**src/rtl/pi_sample_sequencer.sv**
```systemverilog
// rtl/pi_sample_sequencer.sv - Monte-Carlo pi sample sequencer: clears a square pixel region, then plots accepted random samples
//
// Ports:
//   clk                 single clock, rising edge
//   reset               synchronous, active-low
//   start, stop         one-cycle command pulses (start wins over stop)
//   sample_tick         one-cycle pulse, rand_x/rand_y hold a new sample
//   rand_x, rand_y      9-bit random coordinates
//   is_inside           combinational circle test of the current wr_x/wr_y
//   wr_x, wr_y, wr_data, wr_en   registered pixel memory write port
//   busy, done          status (busy in CLEAR/RUN, done in DONE)
//   hits, total         inside-circle count and accepted-sample count
module pi_sample_sequencer #(
    parameter int SIDE         = 480,
    parameter int SAMPLE_LIMIT = 65535
) (
    input  logic        clk,
    input  logic        reset,
    input  logic        start,
    input  logic        stop,
    input  logic        sample_tick,
    input  logic [8:0]  rand_x,
    input  logic [8:0]  rand_y,
    input  logic        is_inside,
    output logic [9:0]  wr_x,
    output logic [9:0]  wr_y,
    output logic        wr_data,
    output logic        wr_en,
    output logic        busy,
    output logic        done,
    output logic [15:0] hits,
    output logic [15:0] total
);

    localparam logic [1:0] IDLE  = 2'd0;
    localparam logic [1:0] CLEAR = 2'd1;
    localparam logic [1:0] RUN   = 2'd2;
    localparam logic [1:0] DONE  = 2'd3;

    localparam logic [9:0]  SIDE_W  = 10'(SIDE);
    localparam logic [9:0]  SIDE_M1 = 10'(SIDE - 1);
    localparam logic [15:0] LIMIT   = 16'(SAMPLE_LIMIT);

    logic [1:0]  state, state_nx;
    logic [9:0]  x_nx, y_nx;
    logic        data_nx, en_nx;
    logic [15:0] hits_nx, total_nx;
    logic        tick_ok;
    logic        last_sample;

    assign tick_ok = sample_tick && ({1'b0, rand_x} < SIDE_W) && ({1'b0, rand_y} < SIDE_W);

    // In RUN, wr_en only ever marks a sample write, so it doubles as the
    // "count this cycle" flag; is_inside refers to the address on the bus now.
    assign last_sample = wr_en && (total + 16'd1 == LIMIT);

    always_comb begin
        state_nx = state;
        x_nx     = wr_x;
        y_nx     = wr_y;
        data_nx  = wr_data;
        en_nx    = 1'b0;
        hits_nx  = hits;
        total_nx = total;
        if (start) begin
            state_nx = CLEAR;
            x_nx     = 10'd0;
            y_nx     = 10'd0;
            data_nx  = 1'b0;
            en_nx    = 1'b1;
            hits_nx  = 16'd0;
            total_nx = 16'd0;
        end else begin
            case (state)
                CLEAR: begin
                    if (stop) begin
                        state_nx = IDLE;
                    end else if (wr_x == SIDE_M1 && wr_y == SIDE_M1) begin
                        // last pixel is being written now; address holds into RUN
                        state_nx = RUN;
                    end else begin
                        en_nx = 1'b1;
                        if (wr_x == SIDE_M1) begin
                            x_nx = 10'd0;
                            y_nx = wr_y + 10'd1;
                        end else begin
                            x_nx = wr_x + 10'd1;
                        end
                    end
                end
                RUN: begin
                    if (stop) begin
                        state_nx = IDLE;
                    end else begin
                        if (wr_en) begin
                            total_nx = total + 16'd1;
                            hits_nx  = hits + {15'd0, is_inside};
                        end
                        if (last_sample) begin
                            state_nx = DONE;
                        end else if (tick_ok) begin
                            en_nx   = 1'b1;
                            x_nx    = {1'b0, rand_x};
                            y_nx    = {1'b0, rand_y};
                            data_nx = 1'b1;
                        end
                    end
                end
                default: ;
            endcase
        end
    end

    always_ff @(posedge clk) begin
        if (!reset) begin
            state   <= IDLE;
            wr_x    <= 10'd0;
            wr_y    <= 10'd0;
            wr_data <= 1'b0;
            wr_en   <= 1'b0;
            busy    <= 1'b0;
            done    <= 1'b0;
            hits    <= 16'd0;
            total   <= 16'd0;
        end else begin
            state   <= state_nx;
            wr_x    <= x_nx;
            wr_y    <= y_nx;
            wr_data <= data_nx;
            wr_en   <= en_nx;
            busy    <= (state_nx == CLEAR) || (state_nx == RUN);
            done    <= (state_nx == DONE);
            hits    <= hits_nx;
            total   <= total_nx;
        end
    end

endmodule

```
**config.mk**
```make
export PLATFORM = sky130hd
export DESIGN_NAME = pi_sample_sequencer
export DESIGN_NICKNAME = d
export VERILOG_FILES = /design/src/rtl/pi_sample_sequencer.sv
export SDC_FILE = /design/constraint.sdc
export NUM_CORES = 1
export LEC_CHECK = 0
export BUFFER_PORTS_ARGS = -buffer_cell sky130_fd_sc_hd__buf_2
export CAP_MARGIN = 20
export CORE_MARGIN = 5
export CORE_UTILIZATION = 45
export DETAILED_ROUTE_END_ITERATION = 16
export MAX_ROUTING_LAYER = met4
export PLACE_DENSITY = 0.69
export SYNTH_ARGS = -nofsm -noshare
export SYNTH_HDL_FRONTEND = slang
export SYNTH_SLANG_ARGS = --single-unit
```
**constraint.sdc**
```tcl
create_clock -name clk -period 5.2 [get_ports clk]
set_clock_uncertainty 0.1 [all_clocks]
set_input_delay 0 -clock clk [delete_from_list [all_inputs] [get_ports clk]]
set_output_delay 0 -clock clk [all_outputs]
set_load 0.1 [all_outputs]
```
==> impl_metrics.yaml <==
final_layout:
  final_cell_mix: "buf_2 (79), nor2_1 (63), dfxtp_1 (58)"
  final_common_cell: "buf_2"
  num-fill-cells: 709
  synthToLayoutAreaGrowth_pct: 24.0
  nets: 555
  num_antenna_cells: 0
  drive_above_1_share_pct: 19.7
worst_setup_path:
  path_max_fanout: 10
  cp-end-kind: "register"
  setup.worst_path.start_class: "register"
  path_class: "register to register"
  arrival_ns: 3.27
  worst_ep_required_time_ns: 5.33
timing:
  max_freq_mhz: 319
  timing.final.crit_share_pct: 60.4
  finalSetupTns_ns: 0
  fin_crit_ns: 3.14
  maxSlewHeadroom_pct: 61.4
  setup_ws_ns: 2.06
  slew_viol_final: 0
  rsz0062_at_grt: "false"
  hold_viol_final: 0
  setup_viol: 0
  tightest_slew_ns: 0.579
clocking:
  cts_tree: "done"
  htreeDepth: 3
  cts_setup_buffers: 0
  cts_buffers: 9
  cts_resized: 0
  cts-root-buf: "clkbuf_8"
  cts_hold_buf: 22
  clock_latency_ns: 0.34
  cts_sinks: 58
  clockBufferDepth: 2
  clk_pin_slew_ns: 0.07
global_routing:
  grt_pass1_vias: 3314
  grt_max_degree: 46
  grt_use_met2_pct: 30.8
  met3_usage_pct: 3.45
  grt_pass1_wl_um: 15400
  grt_antenna_before_repair: 0
  grt_util_met1_pct: 24.8
  grt_use_total_pct: 19.7
  top_usage_layer: "met2"
  grt_overflow_total: 0
logic_synthesis:
  synth_top_area_share_pct: 34.2
  synth_area_um2: 3400
  syn_inst: 434
  synth.avg_cell_area_um2: 7.83
  synth-seq-area-share_pct: 34.2
  yosysWarnings: 0
  ys_async_sr_fraction_pct: 0
  synth_ff_type: "dfxtp_1"
  syn-num-nets: 467
  synth-seq-cells: 58
  synth_edf_count: 0
  ys_top_cells_by_area: "dfxtp_1 (34%), nor2_1 (7.0%), xor2_1 (5.9%), nand2_1 (5.3%), nand3_1 (4.3%)"
  yosysTopAreaCell: "dfxtp_1"
  synth_cell_type_count: 57
floorplan:
  coreArea_um2: 7290
  fp.dieH_um: 96.9
  io_pins: 80
  dieArea_um2: 9390
  num_rows: 31
  initial_core_util_pct: 46.6
  fp.dieW_um: 96.9
route:
  ant_nets: 0
  avgRoutedWirePerCell_um: 14.4
  wirelength_um: 9020
  first_pass_iters: 5
  vias: 3487
  post-route-drc-count: 0
  via_per_inst: 5.57
  drt_first_iter_violations: 156
run_status:
  outcome: "finished clean"
worst_hold_path:
  min_path_type: "input port to register"
power_and_ir_drop:
  p_leak_nw: 1.64
  powerDensity_nw_per_um2: 230
  vdd.ir_drop.worst_mv: 0.133
run:
  drv_cap: 0
placed_design:
  port_buffers: 79
  hpwl_um: 6270
  pre_cts_ws_ns: 2.11
  globalplace.congestion: 0.851
## routing by layer
metal  share of wire (%)  wire length, um  vias up
met1                  45             4090     1609
met4                 2.7              243        0
li1                    -                -     1731
met2                  46             4190      125
met5                   0                0        -
met3                 5.5              500       22
## where the power goes
part | internal [mW] | switching (mW)
combinational | 0.0319 | 0.0580
clock | 0.234 | 0.193
sequential | 0.448 | 0.00411
total | 0.714 | 0.255
## worst paths after layout
path	slack, ns	startpoint	end	depth (start not counted)
worst min register to register	0.37	wr_data$_SDFFE_PP0P_	wr_data$_SDFFE_PP0P_	1
worst max register to register	2.06	total[0]$_SDFFE_PP0P_	busy$_SDFF_PN0_	10
worst min-delay path	0.08	stop	wr_en$_SDFF_PN0_	3
worst max-delay path	2.06	total[0]$_SDFFE_PP0P_	busy$_SDFF_PN0_	10
## critical path: stages (launching register included)
cell,delay [ns]
dfxtp_1,0.51
ha_1,0.38
a21bo_1,0.25
or3b_1,0.36
a211oi_2,0.24
o2111ai_2,0.20
nor3_1,0.28
nor2_1,0.12
nor3_1,0.19
ha_1,0.25
and2_1,0.15
## synth_stat cells, drive strengths merged (2+ instances only)
| master | instances |
|---|---|
| nor2 | 63 |
| dfxtp | 58 |
| nand2 | 48 |
| nand3 | 29 |
| xor2 | 23 |
| o21ai | 19 |
| a21oi | 17 |
| clkbuf | 15 |
| nor3 | 14 |
| buf | 12 |
| nand4 | 11 |
| inv | 10 |
| ha | 9 |
| xnor2 | 7 |
| a211oi | 6 |
| and4 | 6 |
| o31ai | 6 |
| mux2i | 5 |
| nand2b | 5 |
| nor2b | 5 |
| a21boi | 4 |
| and2 | 4 |
| o2111ai | 4 |
| o22ai | 4 |
| and3 | 3 |
| nand3b | 3 |
| nor4 | 3 |
| o311a | 3 |
| o31a | 3 |
| or2 | 3 |
| a22oi | 2 |
| a32o | 2 |
| and3b | 2 |
| nand4b | 2 |
| nor3b | 2 |
| o211ai | 2 |
| o311ai | 2 |
| or3 | 2 |
| or4 | 2 |
| or4b | 2 |
## registers in the layout, summed over array words and instances, names as in the netlist
name     flops
wr_data      1
busy         1
state        2
total       16
hits        16
wr_y        10
wr_en        1
wr_x        10
done         1
## logic make-up (layout without fill, tap and decap cells)
kind of cell | Yosys count | count (layout) | share of synthesized area [%]
compound gates | 85 | 85 | 17.6
buf+inv | 37 | 130 | 5.56
fa+ha+maj | 9 | 9 | 3.31
mux | 5 | 5 | 1.47
simple gates | 210 | 210 | 30.2
flops | 58 | 58 | 34.2
xor+xnor | 30 | 30 | 7.73
## layout make-up
cell class | instances | area (um2) | share of cell area (%)
multi-input combinational | 339 | 2050 | 48.6
sequential | 58 | 1160 | 27.6
timing repair buffer | 104 | 638 | 15.1
clock buffer | 10 | 138 | 3.27
tap | 99 | 124 | 2.94
clock inverter | 6 | 66.3 | 1.57
inverter | 10 | 37.5 | 0.891
## stage by stage
step | std cells | hold WS (ns) | total power, mW | util (%) | cell area, um2
after floorplan | 434 | 0.0138 | 0.517 | - | 3400
after global placement | 588 | 0.162 | 0.537 | 52.0 | 3790
after detailed placement | 588 | 0.169 | 0.538 | 52.0 | 3790
after CTS | 626 | 0.0726 | 0.980 | 57.8 | 4210
after global routing | 626 | 0.103 | 1.01 | 57.8 | 4210
final | 626 | 0.0833 | 0.969 | 57.8 | 4210
Note: power is estimated with default switching activity, not from simulation.
